<file path="src/rtl/pulse_pair_collector.sv">
// rtl/pulse_pair_collector.sv - pairs two same-polynomial LFSR hits for the serial transmitter
// Optional feature macro: PULSE_ID_DROP_COUNT_EN (adds the saturating dropped_count output).
module pulse_pair_collector #(
  parameter int unsigned TIMEOUT_CYCLES = 120000,
  parameter int unsigned MIN_GAP        = 120
) (
  input  logic        clk_12MHz,
  input  logic        rstn,
  input  logic        decoded_valid,
  input  logic [16:0] decoded_offset,
  input  logic [16:0] decoded_polynomial,
  input  logic        reset_pulse_identifier,
  output logic [16:0] pulse_id_0,
  output logic [16:0] pulse_id_1,
  output logic [16:0] polynomial,
`ifdef PULSE_ID_DROP_COUNT_EN
  output logic [7:0]  dropped_count,
`endif
  output logic        data_availible
);

  typedef enum logic [1:0] {
    WAIT_FIRST  = 2'd0,
    WAIT_SECOND = 2'd1,
    READY       = 2'd2
  } state_t;

  localparam logic [16:0] MIN_GAP_C      = 17'(MIN_GAP);
  localparam logic [16:0] TIMEOUT_LAST_C = 17'(TIMEOUT_CYCLES - 1);

  state_t      state_q, state_d;
  logic [16:0] counter_q, counter_d;
  logic [16:0] pulse_id_0_q, pulse_id_0_d;
  logic [16:0] pulse_id_1_q, pulse_id_1_d;
  logic [16:0] polynomial_q, polynomial_d;
  logic        data_availible_q, data_availible_d;
`ifdef PULSE_ID_DROP_COUNT_EN
  logic [7:0]  dropped_count_q, dropped_count_d;
`endif
  logic        drop_event;

  always_comb begin
    state_d          = state_q;
    counter_d        = counter_q;
    pulse_id_0_d     = pulse_id_0_q;
    pulse_id_1_d     = pulse_id_1_q;
    polynomial_d     = polynomial_q;
    data_availible_d = data_availible_q;
    drop_event       = 1'b0;

    case (state_q)
      WAIT_FIRST: begin
        if (decoded_valid) begin
          pulse_id_0_d = decoded_offset;
          polynomial_d = decoded_polynomial;
          counter_d    = 17'd0;
          state_d      = WAIT_SECOND;
        end
      end
      WAIT_SECOND: begin
        counter_d = counter_q + 17'd1;
        // A different polynomial restarts the pair even on the timeout cycle.
        if (decoded_valid && (decoded_polynomial != polynomial_q)) begin
          pulse_id_0_d = decoded_offset;
          polynomial_d = decoded_polynomial;
          counter_d    = 17'd0;
        end else if (decoded_valid && (counter_q >= MIN_GAP_C)) begin
          pulse_id_1_d     = decoded_offset;
          data_availible_d = 1'b1;
          counter_d        = 17'd0;
          state_d          = READY;
        end else if (counter_q == TIMEOUT_LAST_C) begin
          counter_d  = 17'd0;
          drop_event = 1'b1;
          state_d    = WAIT_FIRST;
        end
      end
      READY: begin
        drop_event = decoded_valid;
        if (reset_pulse_identifier) begin
          data_availible_d = 1'b0;
          state_d          = WAIT_FIRST;
        end
      end
      default: begin
        state_d = WAIT_FIRST;
      end
    endcase
  end

`ifdef PULSE_ID_DROP_COUNT_EN
  always_comb begin
    dropped_count_d = dropped_count_q;
    if (drop_event && (dropped_count_q != 8'hff)) begin
      dropped_count_d = dropped_count_q + 8'd1;
    end
  end
`endif

  always_ff @(posedge clk_12MHz) begin
    if (!rstn) begin
      state_q          <= WAIT_FIRST;
      counter_q        <= 17'd0;
      pulse_id_0_q     <= 17'd0;
      pulse_id_1_q     <= 17'd0;
      polynomial_q     <= 17'd0;
      data_availible_q <= 1'b0;
`ifdef PULSE_ID_DROP_COUNT_EN
      dropped_count_q  <= 8'd0;
`endif
    end else begin
      state_q          <= state_d;
      counter_q        <= counter_d;
      pulse_id_0_q     <= pulse_id_0_d;
      pulse_id_1_q     <= pulse_id_1_d;
      polynomial_q     <= polynomial_d;
      data_availible_q <= data_availible_d;
`ifdef PULSE_ID_DROP_COUNT_EN
      dropped_count_q  <= dropped_count_d;
`endif
    end
  end

  assign pulse_id_0     = pulse_id_0_q;
  assign pulse_id_1     = pulse_id_1_q;
  assign polynomial     = polynomial_q;
  assign data_availible = data_availible_q;
`ifdef PULSE_ID_DROP_COUNT_EN
  assign dropped_count  = dropped_count_q;
`else
  logic unused_drop_event;
  assign unused_drop_event = drop_event;
`endif

endmodule

</file>
<file path="config.mk">
export PLATFORM = sky130hd
export DESIGN_NAME = pulse_pair_collector
export DESIGN_NICKNAME = d
export VERILOG_FILES = /design/src/rtl/pulse_pair_collector.sv
export SDC_FILE = /design/constraint.sdc
export NUM_CORES = 1
export LEC_CHECK = 0
export BUFFER_PORTS_ARGS = -buffer_cell sky130_fd_sc_hd__buf_2
export CORE_ASPECT_RATIO = 1.25
export CORE_MARGIN = 4
export CORE_UTILIZATION = 34
export CTS_BUF_LIST = sky130_fd_sc_hd__clkbuf_4 sky130_fd_sc_hd__clkbuf_8
export DETAILED_ROUTE_END_ITERATION = 8
export SLEW_MARGIN = 20
export SYNTH_ARGS = -nofsm -noshare
export SYNTH_HDL_FRONTEND = slang
export SYNTH_SLANG_ARGS = --single-unit
</file>
<file path="constraint.sdc">
create_clock -name clk_12MHz -period 2.25 [get_ports clk_12MHz]
set_input_delay 0.225 -clock clk_12MHz [delete_from_list [all_inputs] [get_ports clk_12MHz]]
set_output_delay 0.225 -clock clk_12MHz [all_outputs]
set_load 0.005 [all_outputs]
</file>
Word level (Yosys, flattened, before mapping)
Index checks and enable logic that the tools add are counted.
{"block": "totals", "ff_bits": 71, "latchBits": 0, "mem_bits_rw": 0, "mem_bits_ro": 0, "input_bits": 38, "out_inout_bits": 52, "elab_cells": 50, "memories": 0}
{"block": "classes", "n_addsub": 1, "multipliers": 0, "n_div": 0, "n_lt_le_gt_ge": 1, "n_eq_ne": 10, "n_shift": 0, "mux": 21, "bitwise_logic": 1, "reduce_logical": 10}
{"operator": "2-to-1 mux 17 bit", "count": 8}
{"operator": "case mux 17 bit (2 select lines)", "count": 3}
{"operator": "adder 17 x 1 -> 17 bit, second input constant", "count": 1}
{"operator": "== test 17 bit, second input constant", "count": 1}
{"operator": ">= comparator 17 x 7 -> 1 bit, second input constant", "count": 1}
{"operator": "inequality test 17 bit", "count": 1}
{"operator": "2-to-1 mux 2 bit", "count": 5}
{"operator": "inequality test 2 bit, second input constant", "count": 5}
{"operator": "AND reduction 4 bit", "count": 2}
{"operator": "case mux 2 bit (3 select lines)", "count": 1}
{"operator": "AND reduction 3 bit", "count": 2}
{"operator": "nonzero test 2 bit", "count": 2}
{"operator": "2-to-1 mux 1 bit", "count": 3}
{"operator": "inequality test 3 bit, second input constant", "count": 1}
{"operator": "== test 2 x 1 -> 1 bit, second input constant", "count": 1}
{"operator": "== test 2 bit, second input constant", "count": 1}
{"operator": "logical AND 1 bit", "count": 2}
{"operator": "logical NOT 2 bit", "count": 1}
{"operator": "case mux 1 bit (2 select lines)", "count": 1}
{"operator": "AND reduction 2 bit", "count": 1}
{"operator": "inverter 1 bit", "count": 1}

Logic depth before layout (Yosys ltp)
{"block": "depth", "depth_word": 5, "mapped_depth": 7, "depth_no_buf": 6}

Worst setup path after synthesis
OpenSTA, ideal clock, no wires.
{"block": "synth_timing", "path_type": "register -> register", "start": "register counter_q[14]", "end": "register state_q[1]", "setup_ns": 0.115, "t_arrival_ns": 1.764, "required_ns": 2.135, "setup_slack_ns": 0.372, "stages_incl_launch_ff": 8, "n_path_buf": 2, "period_less_slack_ns": 1.878, "path_cell_list": "dfxtp_1 > or4_1 > nor3_2 > o211ai_1 > nor4b_1 > buf_2 > buf_6 > o21a_1"}
{"block": "synth_via", "elab_chain_cells": 5, "word_cells_on_any_way": 8, "classes_between": "order compare (1); eq/ne (2); mux (3); reduce/logical (2)"}
{"item": "start: declaration", "line": "32", "rtl": "logic [16:0] counter_q, counter_d;"}
{"item": "start signal: assignment", "line": "113", "rtl": "counter_q <= counter_d;"}
{"item": ">= comparator 17 x 7 -> 1 bit", "line": "67", "rtl": "end else if (decoded_valid && (counter_q >= MIN_GAP_C)) begin"}
{"item": "logical AND 1 bit", "line": "67"}
{"item": "2-to-1 mux 2 bit", "line": "67"}
{"item": "2-to-1 mux 2 bit", "line": "63", "rtl": "if (decoded_valid && (decoded_polynomial != polynomial_q)) begin"}
{"item": "case mux 2 bit (3 select lines)", "line": "51", "rtl": "case (state_q)"}
{"item": "end signal: assignment", "line": "112", "rtl": "state_q <= state_d;"}
{"item": "end: declaration", "line": "31", "rtl": "state_t state_q, state_d;"}
Several ways; a longest one is shown, not always the timed one. The select of a mux whose other input is x is not followed.
A chain may end at the register's enable or synchronous reset.

Final worst setup path
{"block": "layout_timing", "start": "register polynomial_q[12], in the netlist polynomial[12]", "end": "register pulse_id_0_q[12], in the netlist pulse_id_0[12]"}
{"block": "layout_via", "elab_chain_cells": 4}
{"item": "start: declaration", "line": "35", "rtl": "logic [16:0] polynomial_q, polynomial_d;"}
{"item": "start signal: assignment", "line": "116", "rtl": "polynomial_q <= polynomial_d;"}
{"item": "inequality test 17 bit", "line": "63"}
{"item": "logical AND 1 bit", "line": "63"}
{"item": "inequality test 2 bit (no source line)"}
{"item": "AND reduction 3 bit (no source line)"}
{"item": "end signal: assignment", "line": "114", "rtl": "pulse_id_0_q <= pulse_id_0_d;"}
{"item": "end: declaration", "line": "33", "rtl": "logic [16:0] pulse_id_0_q, pulse_id_0_d;"}
Every way passes these cells.

==> metrics <==
status=completed; drt first-iter violations=98; power per cell area=649 mW/mm^2; Final Hold Viols=0; sequential power share=51.3%; FFs w/ async S/R, synth=0%; post-route antenna net violation count=0; Post-CTS Setup Repair Bufs=0; hold depth=3; CP endpoint kind=flop; All-Layer GR Usage=13.4%; post-layout min period=2.10 ns; global-route wire length before repair=11500 um; Peak Freq=477 MHz; Final Util=43.6%; Slew @ Worst Pin=0.516 ns; R2R setup slack=0.15 ns; part of the Yosys area used for sequential elements=44.7%; CTS Sinks=71; # port buffers=89; vias in the first global route=2510; Avg WL per Cell=12.4 um; I/O pin cnt=90; Switching Fraction=24.1%; r2r startpoint=polynomial[12]; Gate Count Post-Synth=344; # rows=39; die height=116 um; Tcrit/Tclk final=93.2%; Max Cap Viol=0; CTS H-tree depth=3; Synth top cells by count=nand2_1 (94), dfxtp_1 (71), mux2i_1 (52); CTS Buf Count=9; nets=472; synthesized area per cell=9.23 um^2; hold path startpoint=decoded_polynomial[15]; crit path max fanout=14; Die Wd=94.5 um; hold endpoint=polynomial[15]; internal power=0.00196 W; Synth Flop Type=dfxtp_1; top cells by area, synth=dfxtp_1 (45%), mux2i_1 (16%), nand2_1 (11%), xor2_1 (4.7%), xnor2_1 (4.4%); Final WS setup=0.153 ns; initial antenna violation count=0; Slew Limit Fails=0; First-pass DRT Iterations=4; post-synthesis net count=384; post-synth top area share=44.7%; clock latency on the worst-skew pair=0.34 ns; Worst slew margin=65.5%; Worst Path Required=2.47 ns; routability cong.=0.840; Vias/cell=4.58; Pleak=1.74 nW; Setup Viol. Count Final=0; Post-synth EDFFs=0; overall routed net length=6910 um; setup TNS=0 ns; TritonCTS clock tree=yes; layout cells sized above 1=28.7%; Worst R2R End=pulse_id_0[12]; Distinct cells, synth=34; Post-route DRC=0; Syn-to-layout area delta=25.2%; clock root buffer=clkbuf_8; Core Footprint=0.00913 mm^2; initial core utilization=34.8%; RSZ-0062 raised after global routing=false; DR vias=2553; skew final=0.00820 ns; synthesized area=0.00318 mm^2; critical path class=flop to flop; Syn. warnings=0; largest net degree at the start of global routing=46; Gate power share=10.0%; ant diodes=0; leading area contributor after synthesis=dfxtp_1; crit path DAT=2.32 ns; GRT Residual Overflow=0; Max clock buf depth=2; die area=0.0110 mm^2; hpwl dp=5180 um; Power, Total=0.00258 W; count leader, synth=nand2_1; Max rail drop VDD=0.250 mV; R2R cell count=6; HP Class=input pin to flop; Worst-path clk slew=0.07 ns; clock share of power=38.7%; Psw=0.000621 W; Worst Setup Start Kind=flop; #FFs+latches synth=71; pre-CTS setup slack=0.117 ns
## layer usage
layer,vias up,GRT usage [%],share of wire (%)
li1,1321,-,-
met1,1173,15.8,43
met2,48,21.9,50
met3,11,3.64,4.9
met4,0,7.51,2.5
met5,-,0,0
## worst max-delay path by stage
stage,cells past startpoint,startpoint,endpoint,slack [ns]
4_1_cts,6,polynomial[12],pulse_id_1[13],0.09
5_1_grt,6,polynomial[12],pulse_id_1[13],0.002
6_report,6,polynomial[12],pulse_id_0[12],0.15
3_3_place_gp,7,decoded_polynomial[12],pulse_id_1[3],0.19
2_1_floorplan,7,counter_q[14],state_q[1],0.37
3_5_place_dp,7,decoded_polynomial[12],pulse_id_1[10],0.12
## power by group through the flow
stage                     Combinational (W)  Clock [W]  Sequential (W)
final                              0.000258   0.000997         0.00132
after global routing               0.000291    0.00109         0.00133
after CTS                          0.000264    0.00104         0.00132
after detailed placement           0.000264          0         0.00135
after global placement             0.000260          0         0.00135
after floorplan                    0.000145          0         0.00136
## registers in the layout, indices dropped and copies added, names as in the netlist
register and cells:
counter_q 17, pulse_id_1 17, data_availible 1, pulse_id_0 17, state_q 2, polynomial 17
## cell usage in the layout, fill, tap and decap left out, types with 3 or more instances in the layout
cell type	n
inv_1	6
buf_2	89
nand3_1	7
dfxtp_1	71
clkbuf_8	10
nor3_1	11
mux2i_1	52
nor4_1	4
buf_4	5
xor2_1	17
nor2_1	9
nor3_2	11
xnor2_1	16
buf_12	3
nand2_1	94
## layout make-up
class	count	area, um^2
well taps	123	154
flip-flops and latches	71	1420
repair buffers	97	543
clock inverters	3	45.0
clock buffers	11	145
multi-input cells	247	1650
inverters	6	22.5
fillers	931	5150
## stage by stage
stage	instances	area [um^2]	hold slack [ns]
floorplan	344	3180	0.367
global placement	544	3780	0.442
detailed placement	544	3780	0.447
CTS	558	3970	0.113
global route	558	3980	0.131
finish	558	3980	0.135
## worst max-delay path, stage by stage, from the launching register on
cell     delay, ns
dfxtp_1       0.33
xor2_1        0.16
nor4_1        0.38
nand4_1       0.32
o31a_2        0.41
buf_4         0.23
mux2i_1       0.14
## cells by family after synthesis
| logic type | Yosys count | synth area share [%] |
|---|---|---|
| and+or+nand+nor | 149 | 22.4 |
| DFF | 71 | 44.7 |
| muxes | 52 | 16.4 |
| xor gates and xnor gates | 33 | 9.10 |
| buffers and inverters | 26 | 3.98 |
| AOI/OAI and AO/OA | 11 | 2.60 |
| adders and majority gates | 2 | 0.788 |
## repair_timing
item | 4_1_cts | 5_1_grt
setup endpoints to repair | 0 | 1
gates resized for setup | 0 | 1
hold buffers | 0 | 0
No activity file was read; power rests on OpenSTA's default activity.
